### config.mk
export PLATFORM = sky130hd
export DESIGN_NAME = census_wta_controller
export DESIGN_NICKNAME = d
export VERILOG_FILES = /design/src/rtl/census_wta_controller_pkg.sv /design/src/rtl/census_wta_controller_pop_count.sv /design/src/rtl/census_wta_controller.sv
export SDC_FILE = /design/constraint.sdc
export NUM_CORES = 1
export LEC_CHECK = 0
export CAP_MARGIN = 40
export CORE_MARGIN = 2
export CORE_UTILIZATION = 40
export CTS_CLUSTER_DIAMETER = 40
export DETAILED_ROUTE_END_ITERATION = 8
export HOLD_SLACK_MARGIN = 0.03
export MAX_ROUTING_LAYER = met4
export PLACE_DENSITY_LB_ADDON = 0.12
export RECOVER_POWER = 25
export SLEW_MARGIN = 40
export SYNTH_ARGS = -nofsm -noshare
export SYNTH_HDL_FRONTEND = slang
export SYNTH_HIERARCHICAL = 1
export SYNTH_SLANG_ARGS = --single-unit
### constraint.sdc
create_clock -name clk -period 12.6 [get_ports clk]
set_clock_uncertainty 0.05 [all_clocks]
set_input_delay 2.52 -clock clk [delete_from_list [all_inputs] [get_ports clk]]
set_output_delay 2.52 -clock clk [all_outputs]
set_load 0.01 [all_outputs]
### src/rtl/census_wta_controller_pkg.sv
// Shared definitions for the census winner-take-all controller: FSM encoding,
// default parameters and a constant clog2 helper.
package census_wta_controller_pkg;

    localparam int DEF_WIDTH      = 32;
    localparam int DEF_MAX_DISP   = 16;
    localparam int DEF_PC_LATENCY = 5;

    typedef enum logic [1:0] {
        S_IDLE  = 2'd0,
        S_ISSUE = 2'd1,
        S_DRAIN = 2'd2,
        S_DONE  = 2'd3
    } state_t;

    function automatic int f_clog2(input int value);
        int r_bits;
        int r_rem;
        r_bits = 0;
        r_rem  = value - 1;
        while (r_rem > 0) begin
            r_bits = r_bits + 1;
            r_rem  = r_rem >> 1;
        end
        return r_bits;
    endfunction

endpackage

### src/rtl/census_wta_controller_pop_count.sv
// Pipelined population count: input in cycle c appears on outp in cycle
// c+LATENCY. Pipe contents are cleared by rst.
module pop_count
    import census_wta_controller_pkg::*;
#(
    parameter int  WIDTH   = DEF_WIDTH,
    parameter int  LATENCY = DEF_PC_LATENCY,
    localparam int OUT_W   = f_clog2(WIDTH + 1)
) (
    input  logic             clk,
    input  logic             rst,
    input  logic [WIDTH-1:0] inp,
    output logic [OUT_W-1:0] outp
);

    logic [OUT_W-1:0] w_sum;
    logic [OUT_W-1:0] r_pipe [LATENCY];

    always_comb begin
        w_sum = '0;
        for (int i = 0; i < WIDTH; i++) begin
            w_sum = w_sum + OUT_W'(inp[i]);
        end
    end

    always_ff @(posedge clk) begin
        if (rst) begin
            for (int i = 0; i < LATENCY; i++) begin
                r_pipe[i] <= '0;
            end
        end else begin
            r_pipe[0] <= w_sum;
            for (int i = 1; i < LATENCY; i++) begin
                r_pipe[i] <= r_pipe[i-1];
            end
        end
    end

    assign outp = r_pipe[LATENCY-1];

endmodule

### src/rtl/census_wta_controller.sv
// Issues left^right[d] for every disparity into one shared pop_count, tags each
// issue, and keeps the minimum-cost disparity as tagged results return.
module census_wta_controller
    import census_wta_controller_pkg::*;
#(
    parameter int  WIDTH      = DEF_WIDTH,
    parameter int  MAX_DISP   = DEF_MAX_DISP,
    parameter int  PC_LATENCY = DEF_PC_LATENCY,
    localparam int DISP_W     = f_clog2(MAX_DISP),
    localparam int COST_W     = f_clog2(WIDTH + 1)
) (
    input  logic                      clk,
    input  logic                      rst,
    input  logic                      in_valid,
    output logic                      in_ready,
    input  logic [WIDTH-1:0]          left,
    input  logic [WIDTH*MAX_DISP-1:0] right,
    output logic                      out_valid,
    input  logic                      out_ready,
    output logic [DISP_W-1:0]         best_disp,
    output logic [COST_W-1:0]         best_cost,
    output logic                      busy,
    output logic [1:0]                dbg_state
);

    localparam logic [DISP_W-1:0] LAST_D = DISP_W'(MAX_DISP - 1);

    state_t                    r_state;
    logic [DISP_W-1:0]         r_d;
    logic [WIDTH-1:0]          r_left;
    logic [WIDTH*MAX_DISP-1:0] r_right;
    logic                      r_out_valid;
    logic [DISP_W-1:0]         r_best_disp;
    logic [COST_W-1:0]         r_best_cost;
    logic [PC_LATENCY-1:0]     r_tag_vld;
    logic [DISP_W-1:0]         r_tag [PC_LATENCY];

    logic [WIDTH-1:0]          w_cand [MAX_DISP];
    logic [WIDTH-1:0]          w_pc_in;
    logic [COST_W-1:0]         w_pc_out;
    logic                      w_tail_vld;
    logic [DISP_W-1:0]         w_tail_tag;
    logic                      w_take;

    for (genvar g = 0; g < MAX_DISP; g++) begin : g_cand
        assign w_cand[g] = r_right[g*WIDTH +: WIDTH];
    end

    // Idle issue slots feed zero so the pop_count pipe holds no stale data.
    assign w_pc_in = (r_state == S_ISSUE) ? (r_left ^ w_cand[r_d]) : '0;

    pop_count #(
        .WIDTH   (WIDTH),
        .LATENCY (PC_LATENCY)
    ) u_pop_count (
        .clk  (clk),
        .rst  (rst),
        .inp  (w_pc_in),
        .outp (w_pc_out)
    );

    assign w_tail_vld = r_tag_vld[PC_LATENCY-1];
    assign w_tail_tag = r_tag[PC_LATENCY-1];
    // Strict less-than: on a tie the earlier (lower) disparity is kept.
    assign w_take     = w_tail_vld &&
                        ((w_tail_tag == '0) || (w_pc_out[COST_W-1:0] < r_best_cost));

    always_ff @(posedge clk) begin
        if (rst) begin
            r_state     <= S_IDLE;
            r_d         <= '0;
            r_left      <= '0;
            r_right     <= '0;
            r_out_valid <= 1'b0;
            r_best_disp <= '0;
            r_best_cost <= '0;
            r_tag_vld   <= '0;
            for (int i = 0; i < PC_LATENCY; i++) begin
                r_tag[i] <= '0;
            end
        end else begin
            r_tag_vld[0] <= (r_state == S_ISSUE);
            r_tag[0]     <= r_d;
            for (int i = 1; i < PC_LATENCY; i++) begin
                r_tag_vld[i] <= r_tag_vld[i-1];
                r_tag[i]     <= r_tag[i-1];
            end

            if (w_take) begin
                r_best_disp <= w_tail_tag;
                r_best_cost <= w_pc_out[COST_W-1:0];
            end

            case (r_state)
                S_IDLE: begin
                    if (in_valid && in_ready) begin
                        r_left  <= left;
                        r_right <= right;
                        r_d     <= '0;
                        r_state <= S_ISSUE;
                    end
                end
                S_ISSUE: begin
                    if (r_d == LAST_D) begin
                        r_d     <= '0;
                        r_state <= S_DRAIN;
                    end else begin
                        r_d <= r_d + 1'b1;
                    end
                end
                S_DRAIN: begin
                    if (w_tail_vld && (w_tail_tag == LAST_D)) begin
                        r_out_valid <= 1'b1;
                        r_state     <= S_DONE;
                    end
                end
                S_DONE: begin
                    if (out_ready) begin
                        r_out_valid <= 1'b0;
                        r_state     <= S_IDLE;
                    end
                end
                default: r_state <= S_IDLE;
            endcase
        end
    end

    // Handshake: a transfer happens on a rising edge where valid and ready are
    // both high; neither side may depend on the other's ready to raise valid.
    assign in_ready  = (r_state == S_IDLE) && !rst;
    assign out_valid = r_out_valid;
    assign best_disp = r_best_disp;
    assign best_cost = r_best_cost;
    assign busy      = (r_state != S_IDLE);
    assign dbg_state = r_state;

endmodule
# After elaboration in Yosys (flattened, before gate mapping)
# Memories as Yosys holds them, arrays and structs flattened.
# Cells that the tools add are included.
op_classes:
  n_addsub: 32
  order_cmp: 2
  n_eq_ne: 9
  n_mux: 28
  bitwise: 12
  reduce_logical: 15
ops:
  columns: ["op", "count"]
  rows:
  - ["adder 6 x 1 -> 6 bit", 30]
  - ["binary-select mux 32 bit (select 4 bit)", 1]
  - ["two-way mux 32 bit", 3]
  - ["bitwise XOR 32 bit", 1]
  - ["two-way mux 6 bit", 5]
  - ["two-way mux 4 bit", 7]
  - ["bitwise OR 1 bit", 10]
  - ["== test 4 bit (second input constant)", 2]
  - ["two-way mux 2 bit", 4]
  - ["one-hot mux 2 bit (4 select lines)", 1]
  - ["one-hot mux 4 bit (2 select lines)", 1]
  - ["< comparator 6 bit", 1]
  - ["!= test 2 bit (second input constant)", 3]
  - ["nonzero test 2 bit", 3]
  - ["greater-or-equal comparator 5 bit (second input constant)", 1]
  - ["two-way mux 1 bit", 5]
  - ["NOT 4 -> 5 bit", 1]
  - ["adder 4 x 1 -> 4 bit (second input constant)", 1]
  - ["== test 2 bit (second input constant)", 2]
  - ["logical AND 1 bit", 4]
  - ["zero test 4 bit", 1]
  - ["AND reduction 2 bit", 2]
  - ["AND reduction 4 bit", 1]
  - ["AND reduction 3 bit", 1]
  - ["other kinds (7)", 7]
word_totals:
  ff_bits: 566
  mem_bits_rw: 50
  input_bits: 548
  elab_cells: 108
  mem_count: 2
mem_list:
  columns: ["name", "words", "width", "rd", "rd_ports_with_merged_regs", "write_ports", "line_no", "text"]
  rows:
  - ["u_pop_count.r_pipe", 5, 6, 5, 0, 5, "census_wta_controller_pop_count.sv:17", "logic [OUT_W-1:0] r_pipe [LATENCY];"]
  - ["r_tag", 5, 4, 5, 0, 5, "census_wta_controller.sv:36", "logic [DISP_W-1:0] r_tag [PC_LATENCY];"]

# Logic depth before layout (Yosys ltp)
# Gate-level depths: netlist (run 1).
depth:
  word_depth: 38
  mapped_depth: 24
  depth_no_buf: 21

# By module
# The synthesis (run 1) kept the hierarchy.
modules_own_cells:
  columns: ["mod", "instances", "cells_each", "area_per_inst_um2"]
  rows:
  - ["census_wta_controller", 1, 2854, 24606.1]
  - ["pop_count", 1, 141, 1601.5]

# Worst setup path after synthesis (run 1)
# OpenSTA, ideal clock, no wires.
synth_path:
  path_type: "reg-to-reg"
  startpoint: "register r_d[0]"
  endpoint: "memory u_pop_count/r_pipe[0][4] (netlist bit)"
  arrival_ns: 5.812
  required_ns: 12.478
  slack_ns: 6.666
  stages_incl_launch_ff: 24
  cell_sequence: "dfxtp_1 > buf_6 > buf_2 > mux4_2 > mux2i_1 > mux2i_1 > xor2_1 > and2_1 > inv_1 > fa_1 > inv_1 > fa_1 > fa_1 > fa_1 > fa_1 > inv_1 > fa_1 > inv_1 > ha_1 > inv_1 > fa_1 > nand2b_1 > a21oi_1 > mux2i_1"
synth_lines:
  columns: ["element", "line_no", "text"]
  rows:
  - ["from (decl)", "census_wta_controller.sv:29", "logic [DISP_W-1:0] r_d;"]
  - ["from (signal assigned)", "census_wta_controller.sv:108", "r_d <= r_d + 1'b1;"]
  - ["to (decl)", "census_wta_controller_pop_count.sv:17", null]

# Worst setup path after layout (run 1)
layout_path:
  startpoint: "input rst"
  endpoint: "register r_right[265]"
layout_between:
  elab_chain_len: 4
layout_lines:
  columns: ["element", "line_no", "text"]
  rows:
  - ["from (decl)", "census_wta_controller.sv:13", "input logic rst,"]
  - ["zero test 1 bit", "census_wta_controller.sv:130", "assign in_ready = (r_state == S_IDLE) && !rst;"]
  - ["logical AND 1 bit", "census_wta_controller.sv:130", null]
  - ["logical AND 1 bit", "census_wta_controller.sv:96", "if (in_valid && in_ready) begin"]
  - ["AND reduction 2 bit (no line)", null, null]
  - ["to (signal assigned)", "census_wta_controller.sv:98", "r_right <= right;"]
  - ["to (decl)", "census_wta_controller.sv:31", "logic [WIDTH*MAX_DISP-1:0] r_right;"]
# Several ways; a longest one is shown, not always the timed one.
# A chain may end at the register's enable or synchronous reset.

==> results of run 1 <==
## layer usage
metal	part of all wire, %	wire length [um]	up-vias	track usage, %
met3	8.1	8060	166	6.29
met2	47	46400	978	45.0
met4	3.5	3500	0	11.0
li1	-	-	10856	-
met1	42	41800	11341	38.7
met5	0	0	-	-
## layout make-up
| cell class | count | area share, % |
|---|---|---|
| clock buffers | 127 | 7.68 |
| diodes | 12 | 0.0845 |
| well taps | 855 | 3.01 |
| flip-flops and latches | 616 | 34.7 |
| clock inverters | 48 | 1.73 |
| inverters | 39 | 0.447 |
| multi-input cells | 2097 | 35.6 |
| repair buffers | 586 | 16.7 |
## synth_stat cells, types with 24 or more instances
library cell	count
dfxtp_1	616
mux4_2	128
inv_1	39
nand3_1	545
nor2b_1	52
buf_2	29
mux2i_1	105
fa_1	24
clkbuf_1	182
xor2_1	33
and2_1	33
nand2_1	1105
## cells by family after synthesis
group	synth area share, %
AND/OR/NAND/NOR	28.7
flip-flops	47.1
buffers and inverters	4.62
multiplexers	15.0
adder cells (fa/ha/maj)	2.64
XOR/XNOR	1.10
AO/OA/AOI/OAI	0.831
## worst paths after layout
path	end	cells past startpoint	startpoint
worst max-delay path	r_right[265]	8	rst
worst min register to register	r_tag[0][12]	1	r_tag[0][8]
worst min-delay path	r_tag[0][12]	1	r_tag[0][8]
worst max register to register	u_pop_count/r_pipe[0][4]	24	r_d[0]
## sequential cells by signal (all words and copies together), names as in the netlist
name	count
r_tag	20
best_disp	4
out_valid	1
r_tag_vld	5
dbg_state	2
r_d	4
best_cost	6
r_left	32
u_pop_count/r_pipe	30
r_right	512
## metrics by stage
stage | setup slack [ps] | instances | hold slack [ps] | cell area [um2] | utilization (%)
2_1_floorplan | 6670 | 2995 | 364 | 26200 | -
3_3_place_gp | 5150 | 4189 | 371 | 32000 | 49.6
3_5_place_dp | 5100 | 4190 | 370 | 32100 | 49.7
4_1_cts | 5050 | 4365 | 366 | 35400 | 54.9
5_1_grt | 2750 | 4379 | 384 | 35500 | 55.0
6_report | 3350 | 4380 | 380 | 35600 | 55.0
## power groups by stage
stage	registers (mW)	clock network [mW]	logic, mW
after global placement	2.61	0	1.54
after detailed placement	2.61	0	1.59
after CTS	2.58	2.74	1.59
final	2.59	2.71	1.61
after floorplan	2.48	0	1.06
after global routing	2.61	2.83	1.78
==> results.md, run 1 <==
* Num ports at 563
* Critical Path RT at 13120 ps
* CP endpoint kind: register
* Power per Cell Area at 194 mW/mm2
* Dominant cell type by area after synthesis: dfxtp_1
* CTS-repair resized insts at 0
* Max Cap Viol at 2
* Min Tclk post-route at 9250 ps
* I/O Buffers at 562
* Post-synth top area share at 47.1%
* Cells after Synth at 2995
* Initial Utilization at 40.6%
* Wire length of the first global-routing pass at 144000 um
* Antenna violations before repair at 12
* Sequential share of power at 37.5%
* Fill cell count at 5836
* Routability cong. at 0.936
* Cell area after synthesis at 0.0262 mm2
* Syn_nets at 3584
* Crit-path most repeated cell: clkbuf_1
* Startpoint Class: primary input
* Failing checks: capacitance limit, slew limit
* DRT Wirelength at 99800 um
* Post-DRT Antenna Nets at 0
* H-Tree Depth at 3
* Seq. cell area at 0.0123 mm2
* EDFF count, synth at 0
* Vias at 23341
* FP Rows at 93
* DRC violations left at 0
* Routed len/inst at 22.8 um
* CTS root buf: clkbuf_16
* Total grt overflow at 0
* Final setup fails at 0
* Post-CTS Setup Bufs at 0
* Fmax at 108 MHz
* Yosys cell types at 44
* Multi-input logic area at 0.0127 mm2
* Sw power at 2.15 mW
* Post-synthesis sequential area ratio at 47.1%
* Internal power at 4.75 mW
* Max-slew headroom at -133%
* CP bufs+invs at 5
* Fin. Hold Viols at 0
* Synth Area per Inst at 8.75 um2
* Vias per cell at 5.33
* Arrival time worst endpoint at 9760 ps
* WS Path Type: in -> reg
* Crit path cell chain: buf_2 > clkbuf_1 > nand3b_1 > clkbuf_1 > buf_4 > clkbuf_8 > nand3_1 > nand2_1
* CP max FO at 115
* Clock slew at reported path FFs at 50 ps
* FF-to-FF setup slack at 5270 ps
* Die Span Y at 260 um
* DRT iter0 DRCs at 2069
* Fin Setup TNS at 0 ps
* DRT Pass-1 Iters at 6
* Worst ir drop on vdd at 0.000106 V
* Total GRT Usage at 29.6%
* Slowest cell on crit path: clkbuf_1
* Sink Count at 616
* Worst Tran Pin Value at 3490 ps
* Largest net degree at the start of global routing at 199
* Async S/R FF share, synth at 0%
* Status: finished with violations
* Period utilization at 73.4%
* Skew-Pair Late Insertion Delay at 640 ps
* Final #Nets at 4023
* Sw frac at 31.2%
* Gate power share at 23.3%
* Yosys reg bits at 616
* Worst path max stage delay at 2470 ps
* Die area at 0.0676 mm2
* Die X at 260 um
* Number of global-route vias before repair at 22772
* Synthesis Warnings at 6
* RSZ-0062 raised after global routing: no
* Synth-to-Final Area Change at 35.7%
* CTS tree: yes
* Core area at 0.0646 mm2
* Hold Buf Count CTS at 0
* DP HPWL at 74100 um
* Worst hold path class: reg -> reg
* CTS buffer count at 94
* Max clock buf depth at 3
* Crit-path leading delay family: buffers and inverters
* Final Slew Violations at 147
* Final Power at 6.91 mW
* LEAKAGE at 15.6 nW
* Commonest non-fill, non-tap cells in the layout: 1105 x nand2_1, 612 x dfxtp_1, 549 x clkdlybuf4s50_1, 545 x nand3_1, 128 x mux4_2
* Clk pwr share at 39.2%
* Commonest non-fill, non-tap cell in the layout: nand2_1
* Top post-synthesis cells by area: dfxtp_1 47%, nand2_1 16%, mux4_2 11%
* Post-synth top flop: dfxtp_1
* Share of cells above drive strength 1 at 9.25%
Note: power is estimated with default switching activity, not from simulation.
==> run 2: changes to the inputs <==
Clock period 12.6 ns to 8.05 ns, I/O delays scaled along.
==> run 2 against run 1 <==
  * The flow still finishes with violations (capacitance limit, slew limit)
  * Count of clock-buffer cells in the layout shrank 6
  * First-iteration DRC count up 5.6%
  * Register-to-register slack got worse by 4100 ps
  * Clock power rose by 59%
  * Non-clock buffer count increased by 10
  * Global-route usage is 0.16 points lower
  * Critical path type is now reg -> reg
  * Highest routed layer unchanged
==> results.md, run 2 (synthesis gave the netlist of run 1 again) <==
* CTS-repair resized insts at 0 (unchanged)
* DRT Pass-1 Iters at 6 (unchanged)
* Period utilization at 85.9%
* Fin Setup TNS at 0 ps (unchanged)
* Synth-to-Final Area Change at 36.5%
* RSZ-0062 raised after global routing: no
* Num ports at 563 (unchanged)
* LEAKAGE at 15.6 nW (+0.12%)
* CTS root buf: clkbuf_16
* DRT Wirelength at 99200 um (-0.58%)
* Final Slew Violations at 206 (+40%)
* Core area at 0.0646 mm2 (unchanged)
* Grt met3 use at 7.50% (+1.2 points)
* Most used routing layer: met2
* CP endpoint kind: register
* Total GRT Usage at 29.4% (-0.16 points)
* Commonest non-fill, non-tap cells in the layout: 1105 x nand2_1, 612 x dfxtp_1, 561 x clkdlybuf4s50_1, 545 x nand3_1, 128 x mux4_2
* Global routing met2 resource utilization at 44.3% (-0.68 points)
* I/O Buffers at 562 (unchanged)
* Final Power at 10.9 mW (+58%)
* Placed Area at 0.0322 mm2 (+0.35%)
* CP startpoint: r_d[0]
* Post-DRT Antenna Nets at 0 (unchanged)
* Gate power share at 23.3% (about the same)
* Initial Utilization at 40.6% (unchanged)
* Largest net degree at the start of global routing at 213 (+7.0%)
* Worst Tran Pin Value at 2720 ps (-768 ps)
* Sequential share of power at 37.0% (-0.5 points)
* Routed len/inst at 22.5 um (-1.5%)
* Reg-to-Reg Start: r_d[0]
* Worst hold path class: reg -> reg
* Sw power at 3.41 mW (+58%)
* CTS buffer count at 98 (+4.3%)
* CTS tree: yes
* Clk pwr share at 39.6% (+0.4 points)
* Number of flip-flops in the largest register at 512 (unchanged)
* DRT iter0 DRCs at 2184 (+5.6%)
* Status: finished with violations
* Max Cap Viol at 2 (unchanged)
* Failing checks: capacitance limit, slew limit
* Sink Count at 616 (unchanged)
* PnR worst setup slack at 1130 ps (-2220 ps)
* Register bank with the most flops: r_right
* Min Tclk post-route at 6920 ps
* Min-delay src: r_tag_vld[1]
* Startpoint Class: register
* Fin. Hold Viols at 0 (unchanged)
* Post-CTS Setup Bufs at 0 (unchanged)
* Final setup fails at 0 (unchanged)
* Hold Buf Count CTS at 0 (unchanged)
* Wire length of the first global-routing pass at 143000 um (-0.35%)
* Sw frac at 31.3% (+0.14 points)
* Final #Nets at 4037 (+0.35%)
* Design Area, Final at 0.0358 mm2 (+0.63%)
* Internal power at 7.48 mW (+57%)
* Power per Cell Area at 305 mW/mm2 (+57%)
* Critical Path RT at 8560 ps (-4560 ps)
* Max-slew headroom at -81.5% (+51 points)
* Arrival time worst endpoint at 7430 ps (-2330 ps)
* Antenna violations before repair at 33 (+21)
* Commonest non-fill, non-tap cell in the layout: nand2_1
* Die X at 260 um (unchanged)
* Dpl ws at 1100 ps (-4000 ps)
* Clock slew at reported path FFs at 50 ps (about the same)
* DRC violations left at 0 (unchanged)
* CP max FO at 27 (-77%)
* Die Span Y at 260 um (unchanged)
* Fmax at 145 MHz
* FP Rows at 93 (unchanged)
* Total grt overflow at 0 (unchanged)
* Share of cells above drive strength 1 at 9.68% (+0.43 points)
* Worst ir drop on vdd at 0.000183 V (+73%)
* WS Path Type: reg -> reg
* Max clock buf depth at 3 (unchanged)
* Routability cong. at 0.936 (about the same)
* GR Util met1 at 37.6% (-1.1 points)
* Number of global-route vias before repair at 22912 (+0.61%)
* Die area at 0.0676 mm2 (unchanged)
* Fin util at 55.4% (+0.35 points)
* Top flop regs: r_right: 512 flops, r_left: 32 flops, u_pop_count/r_pipe: 30 flops
* H-Tree Depth at 3 (unchanged)
* Vias per cell at 5.27 (-1.1%)
* Vias at 23292 (-0.21%)
* DP HPWL at 74000 um (-0.12%)
* Skew-Pair Late Insertion Delay at 650 ps (about the same)
-- run 2: changes by cell type in the layout (fill, tap and decap cells not counted), moves of 4 or more --
cell             before  now
inv_6                 7   11
clkdlybuf4s50_1     549  561
buf_12                4    9
clkbuf_8             22    9
clkbuf_16            96  100
clkinvlp_4            5   16
buf_4                 7   19
diode_2              12   33
buf_6                 7    2
dlygate4sd3_1        12    0
-- run 2: metrics by stage --
step / std cells / hold WS (ps)
floorplan: 2995 / 364
global placement: 4200 / 367
detailed placement: 4200 / 370
CTS: 4384 / 382
global route: 4419 / 393
finish: 4420 / 378
-- run 2: power by group through the flow --
| stage | Sequential [mW] | Combinational (mW) | Clock [mW] |
|---|---|---|---|
| after detailed placement | 4.07 | 2.51 | 0 |
| after CTS | 4.01 | 2.53 | 4.37 |
| after global routing | 4.08 | 2.81 | 4.52 |
| after global placement | 4.07 | 2.44 | 0 |
| after floorplan | 3.88 | 1.65 | 0 |
| final | 4.03 | 2.54 | 4.32 |
-- run 2: critical path, cell delays in order, from the launching register on --
cell and delay (ps):
dfxtp_4 740, buf_4 350, mux4_2 560, mux2i_1 280, mux2i_1 150, xor2_1 160, and2_1 130, inv_1 60
fa_1 530, inv_1 60, fa_1 460, fa_1 560, fa_1 450, fa_1 490, inv_1 50, fa_1 430
inv_1 70, ha_1 160, inv_1 60, fa_1 450, nand2b_1 160, a21oi_1 170, mux2i_1 210
-- run 2: worst paths after layout --
kind,slack [ps],depth (start not counted),to
min reg2reg,380,1,r_tag_vld[2]
min,380,1,r_tag_vld[2]
max,1130,22,u_pop_count/r_pipe[0][4]
max reg2reg,1130,22,u_pop_count/r_pipe[0][4]
-- run 2: layer usage --
layer,up-vias,wire [um],part of all wire [%]
met1,11322,41700,42
met4,0,3440,3.5
li1,10913,-,-
met5,-,0,0
met2,895,46300,47
met3,162,7780,7.8
-- run 2: cell type report --
class / count / area (um2)
Inverter: 39 / 150
Fill cell: 5832 / 28800
Antenna cell: 33 / 82.6
Clock inverter: 63 / 737
Sequential cell: 616 / 12300
Clock buffer: 121 / 2670
Timing Repair Buffer: 596 / 6050
Tap cell: 855 / 1070
Multi-Input combinational cell: 2097 / 12700
==> run 3: changes to the inputs <==
Settings changed: SLEW_MARGIN 40 to 20.
==> run 3 against run 2 <==
  * Global-route usage barely moved
  * Wire length fell by 0.38%
  * Count of clock-buffer cells in the layout fell by 4
  * Final cell count fell by 0.25%
  * The flow still finishes with violations (capacitance limit, slew limit)
  * Via count rose by 0.12%
  * Worst hold slack improved by 3.5 ps
  * Sequential cell count did not move
  * Die area did not move
  * Sequential share of layout area barely moved
  * Maximum frequency fell by 1.9%
  * Non-clock buffer count rose by 1
  * Worst setup slack got worse by 130 ps
==> results.md, run 3 (synthesis gave the netlist of run 1 again) <==
* Initial Utilization at 40.6% (unchanged)
* Worst Tran Pin Value at 2600 ps (-122 ps)
* Dpl ws at 1110 ps (+9.61 ps)
* Fin Setup TNS at 0 ps (unchanged)
* Vias per cell at 5.29 (+0.37%)
* Num ports at 563 (unchanged)
* DRT Pass-1 Iters at 6 (unchanged)
* RSZ-0062 raised after global routing: no
* Top Layer Used: met4
* WS Path Type: in -> reg
* Largest net degree at the start of global routing at 213 (unchanged)
* LEAKAGE at 15.7 nW (+0.45%)
* Min Tclk post-route at 7050 ps (+135 ps)
* Routability cong. at 0.936 (unchanged)
* Failing checks: capacitance limit, slew limit
* Final Power at 10.9 mW (+0.43%)
* Die Span Y at 260 um (unchanged)
* Total grt overflow at 0 (unchanged)
* DRT iter0 DRCs at 2003 (-8.3%)
* Share of cells above drive strength 1 at 9.70% (+0.016 points)
* WL met2 at 46300 um (about the same)
* PnR worst setup slack at 998 ps (-135 ps)
* Max clock buf depth at 3 (unchanged)
* Startpoint Class: primary input
* Top flop regs: r_right: 512 flops, r_left: 32 flops, u_pop_count/r_pipe: 30 flops
* Seq. cell area at 0.0123 mm2 (unchanged)
* Met3 wire len at 7180 um (-7.7%)
* Number of flip-flops in the largest register at 512 (unchanged)
* CP endpoint kind: register
* Register bank with the most flops: r_right
* Antenna violations before repair at 30 (-9.1%)
* CTS buffer count at 94 (-4.1%)
* FP Rows at 93 (unchanged)
* Total GRT Usage at 29.4% (about the same)
* Number of global-route vias before repair at 22855 (-0.25%)
* Final #Nets at 4034 (-0.074%)
* Worst hold path class: reg -> reg
* Vias at 23320 (+0.12%)
* CP max FO at 175 (+550%)
* Post-DRT Antenna Nets at 0 (unchanged)
* Wire length of the first global-routing pass at 144000 um (+0.46%)
* CTS root buf: clkbuf_16
* Hold Buf Count CTS at 0 (unchanged)
* Reg-to-Reg Start: r_d[0]
* Met1 Wirelength at 42300 um (+1.2%)
* Design Area, Final at 0.0358 mm2 (about the same)
* I/O Buffers at 562 (unchanged)
* Final setup fails at 0 (unchanged)
* Clock slew at reported path FFs at 50 ps (about the same)
* Final Slew Violations at 164 (-20%)
* Synth-to-Final Area Change at 36.5% (about the same)
* CP startpoint: rst
* Worst ir drop on vdd at 0.000190 V (+3.5%)
* H-Tree Depth at 3 (unchanged)
* Commonest non-fill, non-tap cells in the layout: 1105 x nand2_1, 612 x dfxtp_1, 548 x clkdlybuf4s50_1, 545 x nand3_1, 128 x mux4_2
* Max-slew headroom at -73.4% (+8.2 points)
* DRT Wirelength at 98900 um (-0.38%)
* DP HPWL at 74200 um (+0.24%)
* Routed len/inst at 22.4 um (-0.13%)
* CTS-repair resized insts at 0 (unchanged)
* Die X at 260 um (unchanged)
* Critical Path RT at 8520 ps (-40 ps)
* Max Cap Viol at 2 (unchanged)
* Min-delay src: r_tag_vld[3]
* Die area at 0.0676 mm2 (unchanged)
* Commonest non-fill, non-tap cell in the layout: nand2_1
* Core area at 0.0646 mm2 (unchanged)
* DRC violations left at 0 (unchanged)
* Power per Cell Area at 306 mW/mm2 (+0.43%)
* CTS tree: yes
* Fin. Hold Viols at 0 (unchanged)
* Post-CTS Setup Bufs at 0 (unchanged)
* Status: finished with violations
* Fill cell count at 5843 (+0.19%)
* Skew-Pair Late Insertion Delay at 640 ps (about the same)
* Multi-input logic area at 0.0127 mm2 (unchanged)
* Fmax at 142 MHz (-1.9%)
* Arrival time worst endpoint at 7520 ps (+90 ps)
* Placed Area at 0.0323 mm2 (+0.12%)
* Period utilization at 87.6% (+1.7 points)
* Fin util at 55.4% (about the same)
* Sink Count at 616 (unchanged)
==> run 3: changes by cell type in the layout (fill, tap and decap cells not counted), moves of 6 or more <==
cell / before / now
dlygate4sd3_1: 0 / 13
clkbuf_1: 14 / 8
clkinvlp_4: 16 / 10
clkdlybuf4s50_1: 561 / 548
clkinv_2: 15 / 9
==> run 3: final timing paths <==
check                              to  slack (ps)  cells after the start
max                      r_right[299]        1000                      7
min                      r_tag_vld[4]         380                      1
max reg2reg  u_pop_count/r_pipe[0][4]        1190                     20
min reg2reg              r_tag_vld[4]         380                      1
==> run 3: layout make-up <==
cell class	instances	area share, %
Multi-Input combinational cell	2097	35.4
Sequential cell	616	34.5
Timing Repair Buffer	597	16.8
Clock buffer	117	7.45
Tap cell	855	2.99
Clock inverter	60	2.19
Inverter	39	0.413
Antenna cell	28	0.196
==> run 3: power by group <==
group | internal (mW) | leakage, nW | switching (mW)
registers | 3.63 | 5.07 | 0.405
logic | 1.10 | 8.91 | 1.43
clock network | 2.82 | 1.67 | 1.55
total | 7.56 | 15.7 | 3.38
==> run 3: routing by layer <==
metal  track usage (%)  up-vias
li1                  -    10913
met5                 -        -
met3              5.89      133
met2              44.6      904
met4              11.1        0
met1              38.7    11370
==> run 3: critical path, cell delays in order <==
cell and delay, ps:
clkbuf_1 690, clkbuf_1 770, clkinvlp_2 1510, clkbuf_2 1600
buf_12 790, nand3_1 240, nand2_1 80
==> run 3: stage by stage <==
step,instances,hold WS (ps)
2_1_floorplan,2995,364
3_3_place_gp,4200,367
3_5_place_dp,4202,370
4_1_cts,4379,381
5_1_grt,4408,399
6_report,4409,381
